[src/rtl/pool_pkg.sv]
// Shared types and constants for the 2x2 pooling scheduler.
// Window slots index the flattened row-major 5x5 window.
package pool_pkg;

    localparam int PIX_W = 16;
    localparam int WIN_N = 5;

    typedef logic signed [PIX_W-1:0] pixel_t;

    typedef enum logic [2:0] {
        IDLE,
        FETCH,
        POOL,
        WRITE,
        DONE
    } pool_state_e;

    localparam int SLOT00 = 0;
    localparam int SLOT01 = 1;
    localparam int SLOT10 = WIN_N;
    localparam int SLOT11 = WIN_N + 1;

endpackage

[src/rtl/pool_addr_gen.sv]
// Output-pixel counters plus read/write address generation.
// Read addresses are formed from the counters' next value so they can be registered.
module pool_addr_gen
    import pool_pkg::*;
#(
    parameter int IMG_W  = 28,
    parameter int IMG_H  = 28,
    parameter int ADDR_W = 16
) (
    input  logic              clk,
    input  logic              rst,
    input  logic              init,
    input  logic              advance,
    input  logic [ADDR_W-1:0] in_base,
    input  logic [ADDR_W-1:0] out_base,
    input  logic [1:0]        k,
    output logic [ADDR_W-1:0] rd_addr,
    output logic [ADDR_W-1:0] wr_addr,
    output logic              last
);

    localparam int OUT_W = IMG_W / 2;
    localparam int OUT_H = IMG_H / 2;
    localparam logic [ADDR_W-1:0] W_A  = ADDR_W'(IMG_W);
    localparam logic [ADDR_W-1:0] OW_A = ADDR_W'(OUT_W);
    localparam logic [ADDR_W-1:0] ONE  = ADDR_W'(1);

    logic [ADDR_W-1:0] ib_q, ob_q, orow_q, ocol_q;
    logic [ADDR_W-1:0] ib_n, ob_n, orow_n, ocol_n;
    logic [ADDR_W-1:0] off;
    logic              wrap;

    assign wrap = (ocol_q == ADDR_W'(OUT_W - 1));
    assign last = wrap && (orow_q == ADDR_W'(OUT_H - 1));

    always_comb begin
        ib_n   = ib_q;
        ob_n   = ob_q;
        orow_n = orow_q;
        ocol_n = ocol_q;
        if (init) begin
            ib_n   = in_base;
            ob_n   = out_base;
            orow_n = '0;
            ocol_n = '0;
        end else if (advance) begin
            if (last) begin
                orow_n = '0;
                ocol_n = '0;
            end else if (wrap) begin
                ocol_n = '0;
                orow_n = orow_q + ONE;
            end else begin
                ocol_n = ocol_q + ONE;
            end
        end
    end

    always_comb begin
        off = '0;
        unique case (k)
            2'd0: off = '0;
            2'd1: off = ONE;
            2'd2: off = W_A;
            2'd3: off = W_A + ONE;
        endcase
    end

    assign rd_addr = ib_n + ((orow_n << 1) * W_A) + (ocol_n << 1) + off;
    assign wr_addr = ob_q + (orow_q * OW_A) + ocol_q;

    always_ff @(posedge clk or posedge rst) begin
        if (rst) begin
            ib_q   <= '0;
            ob_q   <= '0;
            orow_q <= '0;
            ocol_q <= '0;
        end else begin
            ib_q   <= ib_n;
            ob_q   <= ob_n;
            orow_q <= orow_n;
            ocol_q <= ocol_n;
        end
    end

endmodule

[src/rtl/pool2x2_scheduler.sv]
// Walks a feature map in 2x2 blocks, feeds the pooling unit and
// writes each pooled pixel to the output buffer.
module pool2x2_scheduler
    import pool_pkg::*;
#(
    parameter int IMG_W  = 28,
    parameter int IMG_H  = 28,
    parameter int DATA_W = 16,
    parameter int ADDR_W = 16
) (
    input  logic                  clk,
    input  logic                  rst,
    input  logic                  start,
    input  logic [ADDR_W-1:0]     in_base,
    input  logic [ADDR_W-1:0]     out_base,
    output logic                  busy,
    output logic                  done,
    output logic                  mem_rd_en,
    output logic [ADDR_W-1:0]     mem_rd_addr,
    input  logic [DATA_W-1:0]     mem_rd_data,
    output logic                  pool_start,
    output logic [25*DATA_W-1:0]  pool_win,
    input  logic                  pool_finish,
    input  logic [DATA_W-1:0]     pool_pixel,
    output logic                  wr_en,
    output logic [ADDR_W-1:0]     wr_addr,
    output logic [DATA_W-1:0]     wr_data,
    input  logic                  wr_ready
);

    localparam int NSLOT = 4;

    pool_state_e       state;
    logic [2:0]        fcnt;
    logic [1:0]        rd_k, pend_k, gen_k;
    logic              pend;
    logic [DATA_W-1:0] win [NSLOT];

    logic              gen_init, gen_adv, gen_last;
    logic [ADDR_W-1:0] gen_rd, gen_wr;

    assign gen_init = (state == IDLE) && start;
    assign gen_adv  = (state == WRITE) && wr_ready;
    assign gen_k    = (state == FETCH) ? fcnt[1:0] + 2'd1 : 2'd0;

    pool_addr_gen #(
        .IMG_W  (IMG_W),
        .IMG_H  (IMG_H),
        .ADDR_W (ADDR_W)
    ) u_addr (
        .clk      (clk),
        .rst      (rst),
        .init     (gen_init),
        .advance  (gen_adv),
        .in_base  (in_base),
        .out_base (out_base),
        .k        (gen_k),
        .rd_addr  (gen_rd),
        .wr_addr  (gen_wr),
        .last     (gen_last)
    );

    always_comb begin
        pool_win = '0;
        pool_win[SLOT00*DATA_W +: DATA_W] = win[0];
        pool_win[SLOT01*DATA_W +: DATA_W] = win[1];
        pool_win[SLOT10*DATA_W +: DATA_W] = win[2];
        pool_win[SLOT11*DATA_W +: DATA_W] = win[3];
    end

    // Read data lands one cycle after issue; pend/pend_k track that slot.
    always_ff @(posedge clk or posedge rst) begin
        if (rst) begin
            state       <= IDLE;
            busy        <= 1'b0;
            done        <= 1'b0;
            mem_rd_en   <= 1'b0;
            mem_rd_addr <= '0;
            pool_start  <= 1'b0;
            wr_en       <= 1'b0;
            wr_addr     <= '0;
            wr_data     <= '0;
            fcnt        <= '0;
            rd_k        <= '0;
            pend        <= 1'b0;
            pend_k      <= '0;
            for (int i = 0; i < NSLOT; i++) win[i] <= '0;
        end else begin
            pend   <= mem_rd_en;
            pend_k <= rd_k;
            if (pend) win[pend_k] <= mem_rd_data;
            done <= 1'b0;
            unique case (state)
                IDLE: begin
                    if (start) begin
                        busy        <= 1'b1;
                        state       <= FETCH;
                        fcnt        <= '0;
                        mem_rd_en   <= 1'b1;
                        mem_rd_addr <= gen_rd;
                        rd_k        <= 2'd0;
                    end
                end
                FETCH: begin
                    fcnt <= fcnt + 3'd1;
                    if (fcnt < 3'd3) begin
                        mem_rd_en   <= 1'b1;
                        mem_rd_addr <= gen_rd;
                        rd_k        <= gen_k;
                    end else begin
                        mem_rd_en <= 1'b0;
                    end
                    if (fcnt == 3'd4) begin
                        state      <= POOL;
                        pool_start <= 1'b1;
                    end
                end
                POOL: begin
                    if (pool_finish) begin
                        wr_data    <= pool_pixel;
                        pool_start <= 1'b0;
                        wr_en      <= 1'b1;
                        wr_addr    <= gen_wr;
                        state      <= WRITE;
                    end
                end
                WRITE: begin
                    if (wr_ready) begin
                        wr_en <= 1'b0;
                        if (gen_last) begin
                            state <= DONE;
                            done  <= 1'b1;
                            busy  <= 1'b0;
                        end else begin
                            state       <= FETCH;
                            fcnt        <= '0;
                            mem_rd_en   <= 1'b1;
                            mem_rd_addr <= gen_rd;
                            rd_k        <= 2'd0;
                        end
                    end
                end
                DONE: state <= IDLE;
                default: state <= IDLE;
            endcase
        end
    end

endmodule

[config.mk]
export PLATFORM = sky130hd
export DESIGN_NAME = pool2x2_scheduler
export DESIGN_NICKNAME = d
export VERILOG_FILES = /design/src/rtl/pool_pkg.sv /design/src/rtl/pool_addr_gen.sv /design/src/rtl/pool2x2_scheduler.sv
export SDC_FILE = /design/constraint.sdc
export NUM_CORES = 1
export LEC_CHECK = 0
export ABC_AREA = 0
export CAP_MARGIN = 0
export CORE_ASPECT_RATIO = 2
export CORE_MARGIN = 1.5
export CORE_UTILIZATION = 25
export DETAILED_ROUTE_END_ITERATION = 12
export HOLD_SLACK_MARGIN = 0.03
export SLEW_MARGIN = 25
export SYNTH_ARGS = -nofsm -noshare
export SYNTH_HDL_FRONTEND = slang
export SYNTH_SLANG_ARGS = --single-unit
[constraint.sdc]
create_clock -name clk -period 7.41 [get_ports clk]
set_input_delay 1.1115 -clock clk [delete_from_list [all_inputs] [get_ports clk]]
set_output_delay 1.1115 -clock clk [all_outputs]
set_load 0.02 [all_outputs]
After elaboration in Yosys (flattened, before gate mapping)
Cells that the tools add are included.
Widths: inputs -> output; s select.
{"block": "totals", "regBits": 192, "in_bits": 69, "out_inout_bits": 453, "word_cells": 125}
{"block": "op_classes", "n_addsub": 9, "n_mul": 2, "order_cmp": 3, "eq_ne": 16, "mux": 51, "bitwise": 1, "reduce_logical": 20}
{"cell": "$mux 16", "n": 14}
{"cell": "$add 16x16->16", "n": 5}
{"cell": "$bwmux 64", "n": 1}
{"cell": "$pmux 16 s4", "n": 1}
{"cell": "$pmux 16 s3", "n": 1}
{"cell": "$add 16x1->16 const B", "n": 2}
{"cell": "$demux 16 s2", "n": 1}
{"cell": "$eq 16x4->1 const B", "n": 2}
{"cell": "$mux 3", "n": 8}
{"cell": "$mul 16x3->15 const B", "n": 1}
{"cell": "$mul 15x3->13 const B", "n": 1}
{"cell": "$mux 1", "n": 13}
{"cell": "$pmux 3 s4", "n": 1}
{"cell": "$reduce_and 4->1", "n": 3}
{"cell": "$mux 2", "n": 5}
{"cell": "$ne 2x2->1 const B", "n": 5}
{"cell": "$pmux 3 s3", "n": 1}
{"cell": "$reduce_bool 2->1", "n": 4}
{"cell": "$eq 3x2->1 const B", "n": 2}
{"cell": "$pmux 1 s2", "n": 3}
{"cell": "$pmux 2 s3", "n": 1}
{"cell": "$reduce_and 3->1", "n": 2}
{"cell": "$reduce_bool 3->1", "n": 2}
{"cell": "$reduce_and 5->1", "n": 1}
{"cell": "other kinds (16)", "n": 22}

Logic depth before layout (Yosys ltp)
Gate-level depths: netlist of the first run.
{"block": "logic_depth", "ltp_word": 12, "ltp_mapped": 31, "ltp_nobuf": 30}

Hierarchy
A second synthesis of the first run with hierarchy kept.
{"block": "unflattened", "hier_cells": 1371, "hier_area_um2": 14363.8}
{"mod": "pool2x2_scheduler", "n_inst": 1, "cells_per_inst": 642, "area_each_um2": 7454.6, "seq_area_each_um2": 3203.1}
{"mod": "pool_addr_gen", "n_inst": 1, "cells_per_inst": 729, "area_each_um2": 6909.1, "seq_area_each_um2": 1601.5}

Worst setup path before layout of the first run
No wires, ideal clock.
{"block": "synth_path", "kind": "in2reg", "start": "input wr_ready", "end": "register mem_rd_addr[15]", "setup_ps": 130, "arrival_ps": 6076, "t_required_ps": 7280, "setup_slack_ps": 1204, "stages": 29, "path_buffers": 2, "path_cell_list": "and4b_1 > buf_6 > and3_1 > or2_1 > buf_2 > nor2_1 > inv_1 > xnor2_1 > ha_1 > or2_2 > ha_1 > a21o_1 > a21oi_1 > o21bai_1 > a21oi_1 > o21bai_1 > a21oi_1 > o21bai_1 > a21oi_1 > xnor2_1 > fa_1 > ha_1 > xor2_1 > xnor2_1 > xnor2_1 > xnor3_1 > xor2_1 > xnor2_1 > o21ai_1"}
{"block": "synth_via", "elab_chain_len": 10, "elab_cells_between_ends": 16, "cone_classes": "3 x add/sub; 1 x mul; 1 x eq/ne; 9 x mux; 2 x reduce/logical"}
{"element": "from (decl)", "line_no": "pool2x2_scheduler.sv:28", "source": "input logic wr_ready"}
{"element": "$logic_and 1x1->1 (*)", "line_no": "pool2x2_scheduler.sv:43", "source": "assign gen_adv = (state == WRITE) && wr_ready;"}
{"element": "$mux 16 (*)", "line_no": "pool_addr_gen.sv:46", "source": "end else if (advance) begin"}
{"element": "$mux 16 (*)", "line_no": "pool_addr_gen.sv:41", "source": "if (init) begin"}
{"element": "via u_addr.orow_n[0]", "line_no": "pool_addr_gen.sv:29", "source": "logic [ADDR_W-1:0] ib_n, ob_n, orow_n, ocol_n;"}
{"element": "$mul 15x3->13 (*)", "line_no": "pool_addr_gen.sv:69", "source": "assign rd_addr = ib_n + ((orow_n << 1) * W_A) + (ocol_n << 1) + off;"}
{"element": "$add 16x16->16 (*) (3 in series)", "line_no": "pool_addr_gen.sv:69"}
{"element": "$mux 16", "line_no": "pool2x2_scheduler.sv:130", "source": "if (gen_last) begin"}
{"element": "$mux 16", "line_no": "pool2x2_scheduler.sv:128", "source": "if (wr_ready) begin"}
{"element": "$pmux 16 s3 (*)", "line_no": "pool2x2_scheduler.sv:93", "source": "unique case (state)"}
{"element": "to (signal assigned)", "line_no": "pool2x2_scheduler.sv:100", "source": "mem_rd_addr <= gen_rd;"}
{"element": "to (signal assigned)", "line_no": "pool2x2_scheduler.sv:108", "source": "mem_rd_addr <= gen_rd;"}
{"element": "to (signal assigned)", "line_no": "pool2x2_scheduler.sv:138", "source": "mem_rd_addr <= gen_rd;"}
{"element": "to (decl)", "line_no": "pool2x2_scheduler.sv:19", "source": "output logic [ADDR_W-1:0] mem_rd_addr,"}
Mark *: on every way through the listed nets, which the timed path passes. The rest lies on a longest branch. The select of a mux whose other input is x is not followed.
A chain may end at the register's enable or synchronous reset.

Worst setup path after layout of the first run
Ends and elaborated chain as after synthesis.

==> results.md, run 1 <==
- Clock Skews: 14.8 ps
- CTS Hold Bufs: 0
- Worst EP required: 7740 ps
- Clk slew on worst S/H paths: 80 ps
- Vias in the first global route: 9,234
- Synth area leader: dfrtp_1
- Critical Path Start Type: input port
- Syn Inst Count: 1,375
- I/O Buffers: 185
- Final Critical Period: 6570 ps
- Synth top area share: 34.4%
- Clock root cell: clkbuf_16
- Yosys cell types: 60
- DP Cell Count: 2,298
- GR Util met2: 25.1%
- Final #Nets: 1,784
- Die span in x: 170 um
- Slew @ Worst Pin: 1020 ps
- Hold WC Path Type: reg2reg
- CP Max Fanout: 5
- Post-Route WL: 36,700 um
- Final cell count without fillers: 2,333
- Mean Syn Cell Area: 10.2 sq um
- Crit. End Element: flop
- Slew margin rel.: 31.5%
- Final TNS setup: 0 ps
- VDD IR-drop max: 351 uV
- Cell Pwr Density: 485 nW/um^2
- Post-CTS Setup Bufs: 0
- Tcrit/Tclk final: 88.6%
- Fillers: 5,753
- CTS sink count: 192
- CTS resizes: 0
- Area after DPL: 15,600 sq um
- Post-Layout Inst Area: 16,200 sq um
- Site Rows: 122
- Crit Path Category: in2reg
- Met1 Usage GRT: 12.9%
- WL per Instance: 15.7 um
- DRC viols: 0
- Area of the die: 57,400 sq um
- Busiest metal layer after global routing: met2
- Vias: 9,132
- H-tree depth: 4
- HPWL Detailed: 30,300 um
- CTS Buf Count: 17
- Most used DFF post-synth: dfrtp_1
- First-pass GRT wire length: 54,700 um
- Layout area overhead: 15.7%
- Clock Latency Late Sink: 460 ps
- Yosys reg bits: 192
- IO Pins: 522
- Layout cells sized above 1: 11.3%
- Total GRT Usage: 13.0%
- Total congestion overflow: 0
- Max Cap Viol: 0
- Fraction of registers with async set/reset: 100%
- Routed vias/inst: 3.91
- Die Height: 337 um
- Fin. Hold Viols: 0
- Max Fclk: 152 MHz
- Initial antenna violation count: 4
- Clock buffer depth: 2
- GPL Wtd Cong: 0.844
- Number of synthesis warnings: 0
- Final setup viols: 0
- RSZ-0062 raised after global routing: no
- Synth top area cells: dfrtp_1, buf_4, mux2_2
- Leak: 7.92 nW
- Total power: 7.84 mW
- Drt pass-1 iters: 4
- Status: complete, no violations
- M3 GR Usage: 2.54%
- Largest net degree at the start of global routing: 117
- Core Box Area: 55,300 sq um
- Register area share after synthesis: 34.4%
- EDFF count, synth: 0
- Post-route ant nets: 0
- Initial Util: 25.3%
- CTS tree: yes
- Mapped Area: 14,000 sq um
- Worst Path Arrival: 6900 ps
- Worst hold slack: 381 ps
- DR iter-0 viols: 309
- Final Max Slew Viols: 0
-- synthesized netlist by cell type, types with 2 or more instances --
library cell	count
or2_2	8
a2111oi_0	2
o21bai_1	16
or3_1	5
nor3b_1	2
a22o_1	2
clkbuf_1	18
nand3_1	17
and3_1	8
nand4_1	7
fa_1	49
buf_2	4
and4b_1	2
nor4_1	2
nand4b_1	2
a21o_1	10
and4_1	2
nor3_1	11
o22ai_1	2
nand2_1	81
nand3b_1	2
nand2b_1	6
mux2i_1	3
o21a_1	2
o41ai_1	3
o21ai_0	52
buf_4	337
nor2b_1	2
a31oi_1	2
nor2_1	55
a211oi_1	5
dfrtp_1	192
o31ai_1	3
a21oi_1	34
and2_1	2
a211o_1	3
o211ai_1	2
inv_1	115
xnor2_1	62
xor2_1	25
mux2_2	106
buf_6	2
ha_1	93
-- worst paths after layout --
check                                           start                     endpoint  slack [ps]  depth (start not counted)
min in group asynchronous                         rst    u_addr.ib_q[14]$_DFF_PP0_        1200                          2
min reg2reg                       rd_k[0]$_DFFE_PP0P_          pend_k[0]$_DFF_PP0_         380                          0
max reg2reg                u_addr.orow_q[3]$_DFF_PP0_  mem_rd_addr[15]$_DFFE_PP0P_         950                         26
max in group asynchronous                         rst     pool_win[28]$_DFFE_PP0P_        4940                          3
min                               rd_k[0]$_DFFE_PP0P_          pend_k[0]$_DFF_PP0_         380                          0
max                                          wr_ready  mem_rd_addr[15]$_DFFE_PP0P_         840                         25
-- per-stage QoR --
stage	setup slack [ps]	utilization, %
floorplan	1070	-
global placement	454	28.1
detailed placement	373	28.1
CTS	865	29.3
global route	415	29.3
finish	842	29.3
-- area by class of cell --
class | count | area, sq um | share of cell area, %
multi-input combinational | 1041 | 7370 | 45.6
sequential | 192 | 4800 | 29.7
timing repair buffer | 206 | 2010 | 12.4
tap | 744 | 931 | 5.75
inverter | 115 | 439 | 2.71
clock buffer | 17 | 425 | 2.63
clock inverter | 15 | 186 | 1.15
antenna | 3 | 7.51 | 0.0464
-- metal layers --
layer,vias to the layer above,wire [um],share of wire [%]
li1,4206,-,-
met2,489,19900,54
met5,-,31,0.084
met1,4377,12800,35
met4,4,1550,4.2
met3,56,2420,6.6
-- sequential cells by signal, indices dropped and copies added, names as in the netlist, 2 cells and up --
name / count
pool_win: 64
mem_rd_addr: 16
u_addr.ib_q: 16
u_addr.ob_q: 16
u_addr.ocol_q: 16
u_addr.orow_q: 16
wr_addr: 16
wr_data: 16
fcnt: 3
state: 3
pend_k: 2
rd_k: 2
-- power breakdown --
group	switching (mW)	internal, mW
logic	2.75	2.25
registers	0.334	1.54
clock network	0.486	0.487
total	3.57	4.27
-- critical path: stages --
cell             delay, ps
clkdlybuf4s50_1        480
and4b_1                330
and3_1                 240
or2_1                  270
nor2_1                 180
inv_1                  120
xnor2_1                150
ha_1                   190
or2_2                  320
ha_1                   290
a21o_1                 180
a21oi_1                200
o21bai_1                80
a21oi_1                230
xnor2_1                180
fa_1                   450
ha_1                   300
ha_1                   360
and3_1                 190
a211oi_1               320
o21bai_1               100
a21oi_1                230
o21ai_0                160
xnor2_1                170
o21ai_1                 70
-- logic make-up (layout without fill, tap and decap cells) --
| group | count (synthesis) | after routing | synth area share [%] |
|---|---|---|---|
| multiplexers | 109 | 109 | 8.75 |
| XOR/XNOR | 88 | 88 | 5.61 |
| flip-flops | 192 | 192 | 34.4 |
| adder cells (fa/ha/maj) | 142 | 142 | 15.3 |
| AND/OR/NAND/NOR | 222 | 222 | 7.59 |
| AO/OA/AOI/OAI | 144 | 144 | 6.29 |
| other | 1 | 339 | 0.0268 |
| buffers and inverters | 477 | 353 | 22.0 |
-- placed cells by master (no fill, tap or decap), drive strengths merged, types with 3 or more instances in the layout --
| master | netlist | final |
|---|---|---|
| nor2 | 56 | 56 |
| a211oi | 5 | 5 |
| nand4 | 7 | 7 |
| or2 | 9 | 9 |
| ha | 93 | 93 |
| o31ai | 3 | 3 |
| xor2 | 25 | 25 |
| and4 | 3 | 3 |
| clkdlybuf4s50 | 0 | 185 |
| clkbuf | 18 | 17 |
| nand2b | 6 | 6 |
| diode | 0 | 3 |
| mux2 | 106 | 106 |
| o21ai | 53 | 53 |
| buf | 344 | 21 |
| xnor2 | 62 | 62 |
| conb | 1 | 336 |
| nor3 | 11 | 11 |
| inv | 115 | 121 |
| nand3 | 17 | 17 |
| dfrtp | 192 | 192 |
| clkinv | 0 | 8 |
| a21oi | 35 | 35 |
| a21o | 10 | 10 |
| o21bai | 16 | 16 |
| nor4 | 3 | 3 |
| a211o | 3 | 3 |
| fa | 49 | 49 |
| mux2i | 3 | 3 |
| nand2 | 82 | 82 |
| and3 | 8 | 8 |
| o41ai | 3 | 3 |
| or3 | 6 | 6 |
Power figures use the tool's default switching activity.
==> run 2, diff against run 1 <==
- CELL_PAD_IN_SITES_DETAIL_PLACEMENT: unset -> 1
- CELL_PAD_IN_SITES_GLOBAL_PLACEMENT: unset -> 1
- PLACE_DENSITY_LB_ADDON: unset -> 0.1
==> results.md, run 2 (synthesis gave the netlist of run 1 again) <==
- Worst r2r path cells: 29 (+12%)
- Final setup viols: 0 (unchanged)
- Clk slew on worst S/H paths: 80 ps (about the same)
- Die span in x: 170 um (unchanged)
- Slowest-stage cell, CP: dfrtp_1
- Vias in the first global route: 9,379 (+1.6%)
- CP Max Fanout: 6 (+1)
- Hold WC Path Type: reg2reg
- Initial antenna violation count: 1 (-3)
- Max FFs per register: 64 (unchanged)
- Register area: 4800 sq um (unchanged)
- Clock buffer depth: 2 (unchanged)
- Post-layout util: 29.4% (+0.086 points)
- Post-Route WL: 36,900 um (+0.66%)
- HPWL Detailed: 30,000 um (-1.0%)
- Tcrit/Tclk final: 89.5% (+0.82 points)
- I/O Buffers: 185 (unchanged)
- Sw Pwr: 3.57 mW (-0.11%)
- Comb power frac: 63.7% (about the same)
- IO Pins: 522 (unchanged)
- Area of the multi-input gates: 7370 sq um (about the same)
- Clock power share: 12.7% (+0.3 points)
- Post-route ant nets: 0 (unchanged)
- Critical Path Start Type: flop
- Fillers: 6,419 (+12%)
- Clock Skews: 18.9 ps (+4.13 ps)
- Clock Latency Late Sink: 470 ps (about the same)
- Reg-to-Reg Start: u_addr.orow_q[2]$_DFF_PP0_
- Cell Pwr Density: 482 nW/um^2 (-0.63%)
- Crit. End Element: flop
- Flop-to-flop setup slack: 780 ps (-170 ps)
- Initial Util: 25.3% (unchanged)
- N_diodes: 0 (-3)
- Clock root cell: clkbuf_16
- DR iter-0 viols: 213 (-31%)
- Critical Path Sink: mem_rd_addr[15]$_DFFE_PP0P_
- RSZ-0062 raised after global routing: no
- Max Fclk: 151 MHz (-0.91%)
- Int Power: 4.25 mW (-0.53%)
- Layout cells sized above 1: 11.5% (+0.17 points)
- Sw Ratio: 45.6% (+0.10 points)
- H-tree depth: 4 (unchanged)
- Status: complete, no violations
- Crit path from: u_addr.orow_q[2]$_DFF_PP0_
- Crit Path Category: reg2reg
- Final Max Slew Viols: 0 (unchanged)
- Commonest non-fill, non-tap cell in the layout: conb_1
- Slew @ Worst Pin: 863 ps (-161 ps)
- Die Height: 337 um (unchanged)
- Final TNS setup: 0 ps (unchanged)
- Hold Crit Start: rd_k[0]$_DFFE_PP0P_
- Post-CTS Setup Bufs: 0 (unchanged)
- Area of the die: 57,400 sq um (unchanged)
- CTS sink count: 192 (unchanged)
- CTS tree: yes
- GPL Wtd Cong: 0.779 (-7.7%)
- Worst EP required: 7750 ps (about the same)
- Final Critical Period: 6630 ps (+60.5 ps)
- Worst path max stage delay: 570 ps (+90 ps)
- Vias: 9,109 (-0.25%)
- Layout area overhead: 16.1%
- CTS Hold Bufs: 0 (unchanged)
- Site Rows: 122 (unchanged)
- Total GRT Usage: 13.0% (-0.034 points)
- CTS resizes: 0 (unchanged)
- Slew margin rel.: 42.4% (+11 points)
- Leak: 7.93 nW (+0.16%)
- First-pass GRT wire length: 55,300 um (+1.1%)
- Most frequent cells in the layout: conb_1, dfrtp_1, clkdlybuf4s50_1, inv_1, mux2_2
- Final #Nets: 1,786 (+0.11%)
- Total congestion overflow: 0 (unchanged)
- Max Cap Viol: 0 (unchanged)
- DRC viols: 0 (unchanged)
- Core Box Area: 55,300 sq um (unchanged)
- VDD IR-drop max: 163 uV (-54%)
- Largest net degree at the start of global routing: 129 (+10%)
- Routed vias/inst: 3.91 (-0.21%)
- CTS Buf Count: 17 (unchanged)
- Fin. Hold Viols: 0 (unchanged)
- Worst reg2reg path endpoint: mem_rd_addr[15]$_DFFE_PP0P_
- Worst Path Arrival: 6960 ps (+60 ps)
- Flop pwr share: 23.6% (-0.3 points)
- Drt pass-1 iters: 4 (unchanged)
- WL per Instance: 15.8 um (+0.70%)
[run 2: cell count changes in the layout (fill, tap and decap cells not counted), sizes merged]
cell	previous run	this run
buf	21	23
inv	121	120
bufinv	1	0
diode	3	0
clkinv	8	10
[run 2: cell type report]
| cell class | instances | area share, % |
|---|---|---|
| Clock buffer | 17 | 2.62 |
| Timing Repair Buffer | 208 | 12.6 |
| Tap cell | 744 | 5.74 |
| Multi-Input combinational cell | 1041 | 45.5 |
| Sequential cell | 192 | 29.6 |
| Inverter | 115 | 2.74 |
| Clock inverter | 15 | 1.26 |
[run 2: stage by stage]
step / total power [mW] / setup WS [ps] / std cells / instance area [sq um] / hold slack [ps]
2_1_floorplan: 5.37 / 1070 / 1710 / 15200 / 354
3_3_place_gp: 6.93 / 304 / 2299 / 15600 / 364
3_5_place_dp: 7.02 / 253 / 2300 / 15600 / 366
4_1_cts: 8.07 / 579 / 2332 / 16200 / 386
5_1_grt: 8.62 / 298 / 2332 / 16200 / 411
6_report: 7.82 / 781 / 2332 / 16200 / 380
[run 2: critical path, delay by kind of cell (launching register included)]
kind | cells | cell delay (ps)
AO/OA/AOI/OAI | 10 | 1560
XOR/XNOR | 8 | 1400
adder cells (fa/ha/maj) | 5 | 1460
buffers and inverters | 1 | 260
flip-flops | 1 | 570
AND/OR/NAND/NOR | 5 | 1230
[run 2: power by group through the flow]
stage          clock network (mW)  logic [mW]  registers [mW]
6_report                    0.991        4.98            1.84
5_1_grt                      1.08        5.62            1.93
4_1_cts                      1.04        5.17            1.86
3_5_place_dp                    0        5.13            1.88
3_3_place_gp                    0        5.07            1.86
2_1_floorplan                   0        3.18            2.19
[run 2: how the worst min path moves through the flow]
stage | slack (ps) | endpoint | depth (start not counted)
after floorplan | 350 | pend_k[0]$_DFF_PP0_ | 0
after global placement | 360 | pend_k[0]$_DFF_PP0_ | 0
after detailed placement | 370 | pend_k[0]$_DFF_PP0_ | 0
after CTS | 390 | pend_k[0]$_DFF_PP0_ | 0
after global routing | 410 | pend_k[0]$_DFF_PP0_ | 0
final | 380 | pend_k[0]$_DFF_PP0_ | 0
[run 2: layer usage]
layer  vias up  part of all wire (%)  global-route usage (%)
li1       4203                     -                       -
met1      4471                    34                    12.3
met2       405                    57                    26.5
met3        28                   6.1                    2.20
met4         2                   2.6                    5.37
met5         -                 0.049                       0
==> run 3, diff against run 2 <==
- RECOVER_POWER: unset -> 50
==> results.md, run 3 (synthesis gave the netlist of run 1 again) <==
- HPWL Detailed: 30,000 um (unchanged)
- DP Cell Count: 2,300 (unchanged)
- Area of the die: 57,400 sq um (unchanged)
- Final Max Slew Viols: 177 (+177)
- RSZ-0062 raised after global routing: no
- Worst EP required: 7750 ps (about the same)
- DRC viols: 0 (unchanged)
- Commonest non-fill, non-tap cell in the layout: conb_1
- Largest net degree at the start of global routing: 129 (unchanged)
- Worst Path Arrival: 7010 ps (+50 ps)
- H-tree depth: 4 (unchanged)
- CP Max Fanout: 5 (-1)
- Post-route ant nets: 0 (unchanged)
- Final TNS setup: 0 ps (unchanged)
- Vias in the first global route: 9,379 (unchanged)
- Clock buffer depth: 2 (unchanged)
- Site Rows: 122 (unchanged)
- Final #Nets: 1,786 (unchanged)
- CTS tree: yes
- Status: finished with violations
- Clk slew on worst S/H paths: 80 ps (about the same)
- WL per Instance: 15.8 um (about the same)
- Max FFs per register: 64 (unchanged)
- Post-CTS Setup Bufs: 0 (unchanged)
- Layout area overhead: 15.9%
- Routed vias/inst: 3.92 (+0.32%)
- Clock root cell: clkbuf_16
- Clock Latency Late Sink: 470 ps (about the same)
- First-pass GRT wire length: 55,300 um (unchanged)
- Violated checks: capacitance limit, slew limit
- CTS Hold Bufs: 0 (unchanged)
- Slowest-stage cell, CP: dlygate4sd3_1
- Vias: 9,142 (+0.36%)
- Final setup viols: 0 (unchanged)
- Die Height: 337 um (unchanged)
- Hold Path Sink: pend_k[0]$_DFF_PP0_
- Slew margin rel.: -98.7% (-140 points)
- Max Cap Viol: 2 (+2)
- I/O Buffers: 185 (unchanged)
- Reg-to-Reg Start: u_addr.orow_q[2]$_DFF_PP0_
- CTS sink count: 192 (unchanged)
- Hold Crit Start: rd_k[0]$_DFFE_PP0P_
- Critical Path Start Type: input port
- Max Fclk: 150 MHz (-0.73%)
- Fin. Hold Viols: 0 (unchanged)
- Worst r2r path cells: 29 (unchanged)
- DR iter-0 viols: 229 (+7.5%)
- Die span in x: 170 um (unchanged)
- Post-Route WL: 36,900 um (about the same)
- IO Pins: 522 (unchanged)
- Initial antenna violation count: 3 (+2)
- Worst path max stage delay: 630 ps (+60 ps)
- Crit. End Element: flop
- Crit path top cell by count: xnor2_1
- WHS Path Cells: 0 (unchanged)
- Most frequent cells in the layout: conb_1, dfrtp_1, clkdlybuf4s50_1, inv_1, mux2_2
- VDD IR-drop max: 161 uV (-1.3%)
- Final Critical Period: 6680 ps (+48.9 ps)
- Drt pass-1 iters: 4 (unchanged)
- Total congestion overflow: 0 (unchanged)
- Leak: 7.91 nW (-0.31%)
- CTS Buf Count: 17 (unchanged)
- Hold WC Path Type: reg2reg
- Tcrit/Tclk final: 90.1% (+0.66 points)
- Final cell count without fillers: 2,333 (+0.043%)
- Initial Util: 25.3% (unchanged)
- Total GRT Usage: 13.0% (unchanged)
- Worst reg2reg path endpoint: mem_rd_addr[15]$_DFFE_PP0P_
- Flop-to-flop setup slack: 750 ps (-30 ps)
- Cell Pwr Density: 482 nW/um^2 (about the same)
- Clock Skews: 19.5 ps (+0.596 ps)
- Core Box Area: 55,300 sq um (unchanged)
- CTS resizes: 0 (unchanged)
- GPL Wtd Cong: 0.779 (unchanged)
- Slew @ Worst Pin: 2980 ps (+2120 ps)
- Crit Path Category: in2reg
- Layout cells sized above 1: 10.6% (-0.94 points)
run 3: cell count changes in the layout (fill, tap and decap cells not counted), sizes merged:
cell | before | now
dlygate4sd3 | 0 | 20
diode | 0 | 1
clkbuf | 17 | 19
clkinv | 10 | 9
clkinvlp | 0 | 1
buf | 23 | 21
clkdlybuf4s50 | 185 | 165
run 3: critical path, delay by kind of cell:
| family | cells | cell delay (ps) |
|---|---|---|
| adders and majority gates | 4 | 1120 |
| and+or+nand+nor | 5 | 1290 |
| xor gates and xnor gates | 8 | 1410 |
| AOI/OAI and AO/OA | 9 | 1330 |
| buffers and inverters | 2 | 740 |
run 3: layout make-up:
type | count | area [sq um]
antenna | 1 | 2.50
multi-input combinational | 1041 | 7370
clock buffer | 17 | 425
clock inverter | 15 | 204
sequential | 192 | 4800
tap | 744 | 931
inverter | 115 | 435
fill | 6423 | 39100
timing repair buffer | 208 | 2030
run 3: stage by stage:
step	hold slack [ps]	total power, mW	setup WS [ps]	cell area (sq um)	utilization (%)
after CTS	386	8.07	579	16200	29.4
after floorplan	354	5.37	1070	15200	-
after global routing	411	8.61	280	16200	29.3
final	380	7.81	732	16200	29.3
after detailed placement	366	7.02	253	15600	28.2
after global placement	364	6.93	304	15600	28.2
run 3: where the power goes:
part / total (mW) / internal (mW) / leakage (nW) / switching, mW
clock: 0.991 / 0.466 / 0.302 / 0.524
sequential: 1.84 / 1.54 / 2.36 / 0.303
combinational: 4.97 / 2.23 / 5.24 / 2.74
run 3: metal layers:
layer	wire, um	GRT usage [%]	vias up
met5	18	0	-
met4	990	5.37	2
met3	2210	2.20	30
met2	21200	26.5	407
met1	12500	12.3	4494
li1	-	-	4209
run 3: worst max-delay path by stage:
stage                                     from                     endpoint  slack (ps)  depth (start not counted)
floorplan                                  rst             busy$_DFFE_PP0P_        1070                          1
global placement                      wr_ready  mem_rd_addr[15]$_DFFE_PP0P_         300                         28
detailed placement                    wr_ready  mem_rd_addr[15]$_DFFE_PP0P_         250                         28
CTS                 u_addr.orow_q[2]$_DFF_PP0_  mem_rd_addr[15]$_DFFE_PP0P_         580                         29
global route        u_addr.orow_q[2]$_DFF_PP0_  mem_rd_addr[15]$_DFFE_PP0P_         280                         26
finish                                wr_ready  mem_rd_addr[15]$_DFFE_PP0P_         730                         28
